==> config.mk <==
export PLATFORM = sky130hd
export DESIGN_NAME = simple_bus_mem_slave
export DESIGN_NICKNAME = d
export VERILOG_FILES = /design/src/rtl/simple_bus_mem_slave.sv
export SDC_FILE = /design/constraint.sdc
export NUM_CORES = 2
export LEC_CHECK = 0
export ABC_AREA = 1
export CAP_MARGIN = 40
export CORE_UTILIZATION = 30
export CTS_BUF_LIST = sky130_fd_sc_hd__clkbuf_8
export DETAILED_ROUTE_END_ITERATION = 16
export GPL_TIMING_DRIVEN = 0
export MAX_ROUTING_LAYER = met4
export SETUP_SLACK_MARGIN = 0.2
export SYNTH_ARGS = -nofsm -noshare
export SYNTH_HDL_FRONTEND = slang
export SYNTH_SLANG_ARGS = --single-unit
export TNS_END_PERCENT = 50
==> constraint.sdc <==
create_clock -name clk -period 75.5 [get_ports clk]
set_input_delay 7.55 -clock clk [delete_from_list [all_inputs] [get_ports clk]]
set_output_delay 7.55 -clock clk [all_outputs]
set_load 0.01 [all_outputs]
==> src/rtl/simple_bus_mem_slave.sv <==
// simple_bus_mem_slave
//   Slave end of the simple_bus protocol: a byte-wide memory servicing single
//   read, single write and burst-read transactions.
//
// Ports
//   clk, rst        bus clock; asynchronous active-high reset
//   req  / gnt      master bus request / registered slave grant
//   addr, mode      transaction address and type (00 rd, 01 wr, 10 burst rd, 11 reserved)
//   start           qualifies addr/mode/data_i while gnt=1
//   rdy             one beat completes in this cycle
//   data_i          write data from the master
//   data_o, data_oe read data and its drive enable (high on read-beat rdy cycles only)
//   err             error response, meaningful only while rdy=1
//
// Handshake: the master raises req and holds it until it sees gnt. A command
// is accepted on any rising edge where the slave is GRANTED and start=1; that
// edge captures addr/mode/data_i and ends the grant. The slave then answers
// with one rdy beat (or BURST_LEN consecutive beats for a burst) and the master
// cannot stall them: every rdy cycle is a completed beat.
module simple_bus_mem_slave #(
  parameter int DEPTH       = 256,
  parameter int WAIT_CYCLES = 1,
  parameter int BURST_LEN   = 4
) (
  input  logic       clk,
  input  logic       rst,
  input  logic       req,
  output logic       gnt,
  input  logic [7:0] addr,
  input  logic [1:0] mode,
  input  logic       start,
  output logic       rdy,
  input  logic [7:0] data_i,
  output logic [7:0] data_o,
  output logic       data_oe,
  output logic       err
);

  localparam int         AW         = (DEPTH > 1) ? $clog2(DEPTH) : 1;
  localparam logic [8:0] DEPTH_W    = 9'(DEPTH);
  localparam logic [3:0] WAIT_LAST  = 4'((WAIT_CYCLES > 0) ? (WAIT_CYCLES - 1) : 0);
  localparam logic [3:0] BEAT_LAST  = 4'(BURST_LEN - 1);
  localparam logic [1:0] MODE_WRITE = 2'b01;
  localparam logic [1:0] MODE_BURST = 2'b10;
  localparam logic [1:0] MODE_RSVD  = 2'b11;

  typedef enum logic [2:0] {
    S_IDLE,
    S_GRANTED,
    S_WAIT,
    S_RESP,
    S_ERR
  } state_t;

  state_t     state_q, state_d;
  logic       gnt_q, gnt_d;
  logic [7:0] addr_q, addr_d;
  logic [1:0] mode_q, mode_d;
  logic [7:0] wdata_q, wdata_d;
  logic [3:0] wait_cnt_q, wait_cnt_d;
  logic [3:0] beat_q, beat_d;

  logic [7:0] mem_q [DEPTH];
  logic       mem_we;

  logic [7:0] beat_addr;
  logic       beat_in_range;
  logic       addr_in_range;

  // Single transfers keep beat_q at zero, so beat_addr is the captured
  // address for them; bursts walk it with natural 8-bit wrap.
  assign beat_addr     = addr_q + {4'd0, beat_q};
  assign beat_in_range = ({1'b0, beat_addr} < DEPTH_W);
  assign addr_in_range = ({1'b0, addr} < DEPTH_W);

  assign gnt = gnt_q;

  always_comb begin
    state_d    = state_q;
    addr_d     = addr_q;
    mode_d     = mode_q;
    wdata_d    = wdata_q;
    wait_cnt_d = wait_cnt_q;
    beat_d     = beat_q;
    mem_we     = 1'b0;
    rdy        = 1'b0;
    data_o     = 8'h00;
    data_oe    = 1'b0;
    err        = 1'b0;

    case (state_q)
      S_IDLE: begin
        if (req) state_d = S_GRANTED;
      end

      S_GRANTED: begin
        // start wins over a simultaneous req drop.
        if (start) begin
          addr_d     = addr;
          mode_d     = mode;
          wdata_d    = data_i;
          wait_cnt_d = 4'd0;
          beat_d     = 4'd0;
          if (mode == MODE_RSVD || !addr_in_range) state_d = S_ERR;
          else if (WAIT_CYCLES == 0)               state_d = S_RESP;
          else                                     state_d = S_WAIT;
        end else if (!req) begin
          state_d = S_IDLE;
        end
      end

      S_WAIT: begin
        if (wait_cnt_q == WAIT_LAST) state_d = S_RESP;
        else                         wait_cnt_d = wait_cnt_q + 4'd1;
      end

      S_RESP: begin
        rdy = 1'b1;
        case (mode_q)
          MODE_WRITE: begin
            mem_we  = 1'b1;
            state_d = S_IDLE;
          end
          MODE_BURST: begin
            data_oe = 1'b1;
            // Beats past the end of memory report err but keep the burst length.
            if (beat_in_range) data_o = mem_q[beat_addr[AW-1:0]];
            else               err    = 1'b1;
            if (beat_q == BEAT_LAST) state_d = S_IDLE;
            else                     beat_d  = beat_q + 4'd1;
          end
          default: begin
            data_oe = 1'b1;
            data_o  = mem_q[beat_addr[AW-1:0]];
            state_d = S_IDLE;
          end
        endcase
      end

      S_ERR: begin
        rdy     = 1'b1;
        err     = 1'b1;
        state_d = S_IDLE;
      end

      default: state_d = S_IDLE;
    endcase

    // Grant is a registered decode of the next state, never a path from req.
    gnt_d = (state_d == S_GRANTED);
  end

  always_ff @(posedge clk or posedge rst) begin
    if (rst) begin
      state_q    <= S_IDLE;
      gnt_q      <= 1'b0;
      addr_q     <= 8'h00;
      mode_q     <= 2'b00;
      wdata_q    <= 8'h00;
      wait_cnt_q <= 4'd0;
      beat_q     <= 4'd0;
    end else begin
      state_q    <= state_d;
      gnt_q      <= gnt_d;
      addr_q     <= addr_d;
      mode_q     <= mode_d;
      wdata_q    <= wdata_d;
      wait_cnt_q <= wait_cnt_d;
      beat_q     <= beat_d;
    end
  end

  // Writes only reach memory at the end of the write rdy cycle, so a reset
  // landing earlier in the transaction discards the pending data.
  always_ff @(posedge clk or posedge rst) begin
    if (rst) begin
      for (int i = 0; i < DEPTH; i++) mem_q[i] <= 8'h00;
    end else if (mem_we) begin
      mem_q[addr_q[AW-1:0]] <= wdata_q;
    end
  end

endmodule

* After elaboration in Yosys (flattened, before gate mapping)
Index checks and enable logic that the tools add are counted.
** Storage, ports and cells
- Word-level logic and storage cells :: 321
- Register bits :: 2078
- Memories :: 0
- Bits in latches :: 0
- Output and inout port bits :: 12
- Memory bits (read-only) :: 0
- RAM bits :: 0
- Input bits :: 22
** Cells by class
- Muxes and demuxes :: 28
- $mul :: 0
- Reduce and logical (&&, ||, !) cells :: 9
- Bitwise operators :: 2
- Add/sub/neg operators :: 3
- Shifts and indexed selects :: 0
- Eq/ne operators :: 13
- Div/mod/pow operators :: 0
- Magnitude comparators :: 3
** Operators with widths (number)
- bitwise mux 2048 bit :: 1
- binary-select mux 8 bit (select 8 bit) :: 1
- demux 8 bit (select 8 bit) :: 1
- 2-to-1 mux 8 bit :: 5
- 2-to-1 mux 3 bit :: 7
- greater-or-equal comparator 9 bit (second input constant) :: 2
- inverter 8 -> 9 bit :: 2
- 2-to-1 mux 4 bit :: 4
- case mux 4 bit (2 select lines) :: 2
- case mux 3 bit (4 select lines) :: 1
- < comparator 9 x 1 -> 1 bit (second input constant) :: 1
- adder 4 x 1 -> 4 bit (second input constant) :: 2
- adder 8 x 4 -> 8 bit :: 1
- inequality test 2 bit (second input constant) :: 4
- equality test 3 x 1 -> 1 bit (second input constant) :: 2
- equality test 3 x 2 -> 1 bit (second input constant) :: 2
- 2-to-1 mux 1 bit :: 6
- equality test 2 bit (second input constant) :: 2
- equality test 4 x 2 -> 1 bit (second input constant) :: 1
- zero test 4 bit :: 1
- AND reduction 4 bit :: 1
- nonzero test 2 bit :: 2
- equality test 3 bit (second input constant) :: 1
- zero test 3 bit :: 1
- 5 further kinds :: 5

* Depth between registers and ports, before layout
- Depth after elaboration :: 7
- Depth in mapped cells :: 19

* Least setup slack after synthesis
No wires, ideal clock.
- Path kind :: reg2out
- Start point :: register addr_q[0]
- End point :: output data_o[1]
- Setup slack :: 65420 ps
- Arrival :: 2530 ps
- Cell stages (with the launch flop) :: 17
- Path through :: dfrtp_1 > ha_1 > inv_1 > fa_1 > buf_2 > inv_2 > buf_2 > clkbuf_1 > nand3_1 > nand3_1 > nand2_1 > o21ai_0 > nand2_1 > nand3_1 > nand3_1 > a21oi_1 > nor2_1
** On the way
- Word-level cells in the longest chain between the ends :: 7
** Ends and longest elaborated chain
- from (decl) :: line 57 : logic [7:0] addr_q, addr_d;
- from (signal assigned) :: line 165 : addr_q <= addr_d;
- adder 8 x 4 -> 8 bit :: line 72 : assign beat_addr = addr_q + {4'd0, beat_q};
- inverter 8 -> 9 bit (not written as such) :: line 127, 134
- binary-select mux 8 bit (select 8 bit) :: line 127, 134
- 2-to-1 mux 8 bit (not written as such) (2 in a row) :: line 127, 134
- 2-to-1 mux 8 bit
- 2-to-1 mux 8 bit :: line 91 : case (state_q)
- to (decl) :: line 34 : output logic [7:0] data_o,
Every way passes these cells. The select of a mux whose other input is x is not followed.

* Final worst setup path
- Start point :: register addr_q[0]
- End point :: output data_o[4]
Same word-level chain as after synthesis.

==> results.toml <==
[synthesis]
synth_top_area_share = 0.5445
synth_top_area_cell = "dfrtp_1"
yosysUniqueCellTypes = 30
synth-seq-cells = 2078
synthesis.instances = 12020
yosysWarnings = 0
synth_nets = 12050
syn_avg_cell_area_um2 = 7.943
synthesis.area_um2 = 95500
synth.yosys.seq_area_share = 0.5445
synthTopCellsByArea = "dfrtp_1 54%, nand2_1 19%, o21ai_0 9.0%, nand3_1 8.9%, clkbuf_1 2.2%"

[worst_setup_path]
slowest_delay_ns = 0.67
worstSetupStartpointType = "flop"
worstPathMaxFanout = 10
critPathSlowestCell = "buf_2"
critPathKind = "flop to primary output"
path_buf_inv = 6
cp_cell_sequence = "ha_1, inv_1, fa_1, buf_2, inv_2, clkbuf_1, buf_2, nand3_1, nand3_1, nand2_1, nand2_1, nand3_1, nand3_1, nand3_1, nand2_1, nand2_1, nand2_1, nor2_1, clkdlybuf4s50_1"
critPathRequiredTime_ns = 67.95
critical-path-top-delay-family = "buffers and inverters"
cp.arrival_ns = 7.16
end_kind = "primary output"

[route]
totalWireLength_um = 530800
vias = 96050
drt_pass1_iterations = 7
vias_per_cell = 5.606
drt_iter0_drc = 14710
wl_per_cell_um = 30.98
ant_nets = 0
drc = 0

[clock_tree]
clk_pin_slew_ns = 0.06
hold_buffers = 0
postCtsSetupBuffers = 0
cts.htree.levels = 5
cts_tree = "yes"
clock_path_buffers = 4
clockRootBuffer = "clkbuf_8"
cts_repair_resize_count = 0
cts_buffers = 356
insertion_delay_ns = 1.11
cts.sinks = 2078

[timing]
setup_violations = 0
period_share = 0.1948
min_period_ns = 14.71
rsz0062_at_grt = "false"
clock.fmax_ghz = 0.06800
clock_skew_ns = 0.06682
hold_viol = 0
slew_viol_final = 0
slew_headroom = 0.2908
finalSetupTns_ns = 0
tightest_slew_ns = 1.064

[global_route]
grt_pass1_vias = 87780
grt_pass1_wl_um = 721500
grtUsageTotal = 0.3322
grt.overflow.total = 0
antenna_found_initial = 57
grt_max_degree = 121

[die]
rows = 206
pin_count = 34
fp.dieW_um = 566.2
start_util = 0.3025
die_area_um2 = 320600
floorplan.core_area_um2 = 315700
die_h_um = 566.2

[cells_and_area]
fin_nets = 12660
fin_util = 0.3550
final_common_cell = "nand2_1"
layout_common_cells = "4864 x nand2_1, 2078 x dfrtp_1, 1722 x o21ai_0"
final_area_um2 = 112100
area_growth_pct = 17.37
drive_gt1_frac = 0.09960
multiInputGateArea_um2 = 39180
n_fill_cell = 33500
seq_area_um2 = 52000

[placed_design]
dp.final_hpwl_um = 391100
dpl-instance-area_um2 = 104500
numPortBuffers = 33
gp_congestion = 1.094

[min_path]
hp-class = "flop to flop"

[outcome]
status = "finished, final reports clean"

[job]
drv_cap = 0
[through the flow]
| stage | hold WS [ns] | worst slack [ns] | cells |
|---|---|---|---|
| 3_5_place_dp | 0.4612 | 62.27 | 16430 |
| 6_report | 0.4706 | 60.79 | 17130 |
| 2_1_floorplan | 0.4341 | 9.250 | 12020 |
| 4_1_cts | 0.4705 | 61.14 | 17070 |
| 3_3_place_gp | 0.4585 | -18.34 | 16220 |
| 5_1_grt | 0.4828 | 60.98 | 17120 |
[kinds of logic (layout without fill, tap and decap cells)]
logic type | count (synthesis) | after routing | share of synthesized area
and+or+nand+nor | 6773 | 6773 | 0.2962
AOI/OAI and AO/OA | 2136 | 2136 | 0.1120
DFF | 2078 | 2078 | 0.5445
buffers and inverters | 1023 | 1911 | 0.04558
adders and majority gates | 8 | 8 | 0.001127
xor gates and xnor gates | 5 | 5 | 0.0006158
other | 0 | 62 | 0
[worst register-to-register path, cell delays in order, from the launching register on]
cell      delay, ns
dfrtp_1        0.47
nand2_1        0.16
inv_1          0.70
nand2_2        0.27
nor2_1         0.53
buf_4          0.65
nand2_1        0.53
clkbuf_1       0.50
nand2_1        0.15
o21ai_0        0.09
[registers in the layout, summed over array words and instances (netlist names)]
signal	flops
wait_cnt_q	4
mem_q	2048
wdata_q	8
beat_q	4
addr_q	8
mode_q	2
gnt	1
state_q	3
[Yosys cell counts (all sizes together)]
| cell type | instances |
|---|---|
| xnor2 | 1 |
| xor2 | 4 |
| fa | 1 |
| nand2 | 4972 |
| buf | 396 |
| a31oi | 1 |
| inv | 58 |
| nor2 | 63 |
| o21ai | 2120 |
| a21oi | 15 |
| nand4 | 6 |
| clkbuf | 569 |
| dfrtp | 2078 |
| ha | 7 |
| and3 | 1 |
| nand3 | 1707 |
| nor3 | 24 |
[cell type report]
cell class              instances  area share
multi-input cells            8922      0.3495
diodes                         62    0.001384
clock inverters               169    0.008717
well taps                    4160     0.04643
inverters                      58    0.002009
clock buffers                 467     0.05734
flip-flops and latches       2078      0.4639
repair buffers                252     0.03342
plain buffers                 965     0.03731
[metal layers]
layer	global-route usage	wire length, µm	up-vias
li1	-	-	40860
met1	0.4058	200300	47100
met2	0.4449	211400	6280
met3	0.1090	67080	1803
met4	0.2655	52060	0
met5	-	0	-
[worst paths after layout]
check	startpoint	to	slack, ns	cells past startpoint
min in group asynchronous	rst	mem_q[116]	6.91	2
setup / recovery	addr_q[0]	data_o[4]	60.79	19
hold / removal	wait_cnt_q[3]	wait_cnt_q[3]	0.47	1
max in group asynchronous	rst	mem_q[1802]	64.45	9
hold reg to reg	wait_cnt_q[3]	wait_cnt_q[3]	0.47	1
setup reg to reg	addr_q[3]	mem_q[24]	71.31	9
Power is left out: the tool's default activity adds up to more than one toggle a clock period on the data nets, which glitch-free logic cannot reach.
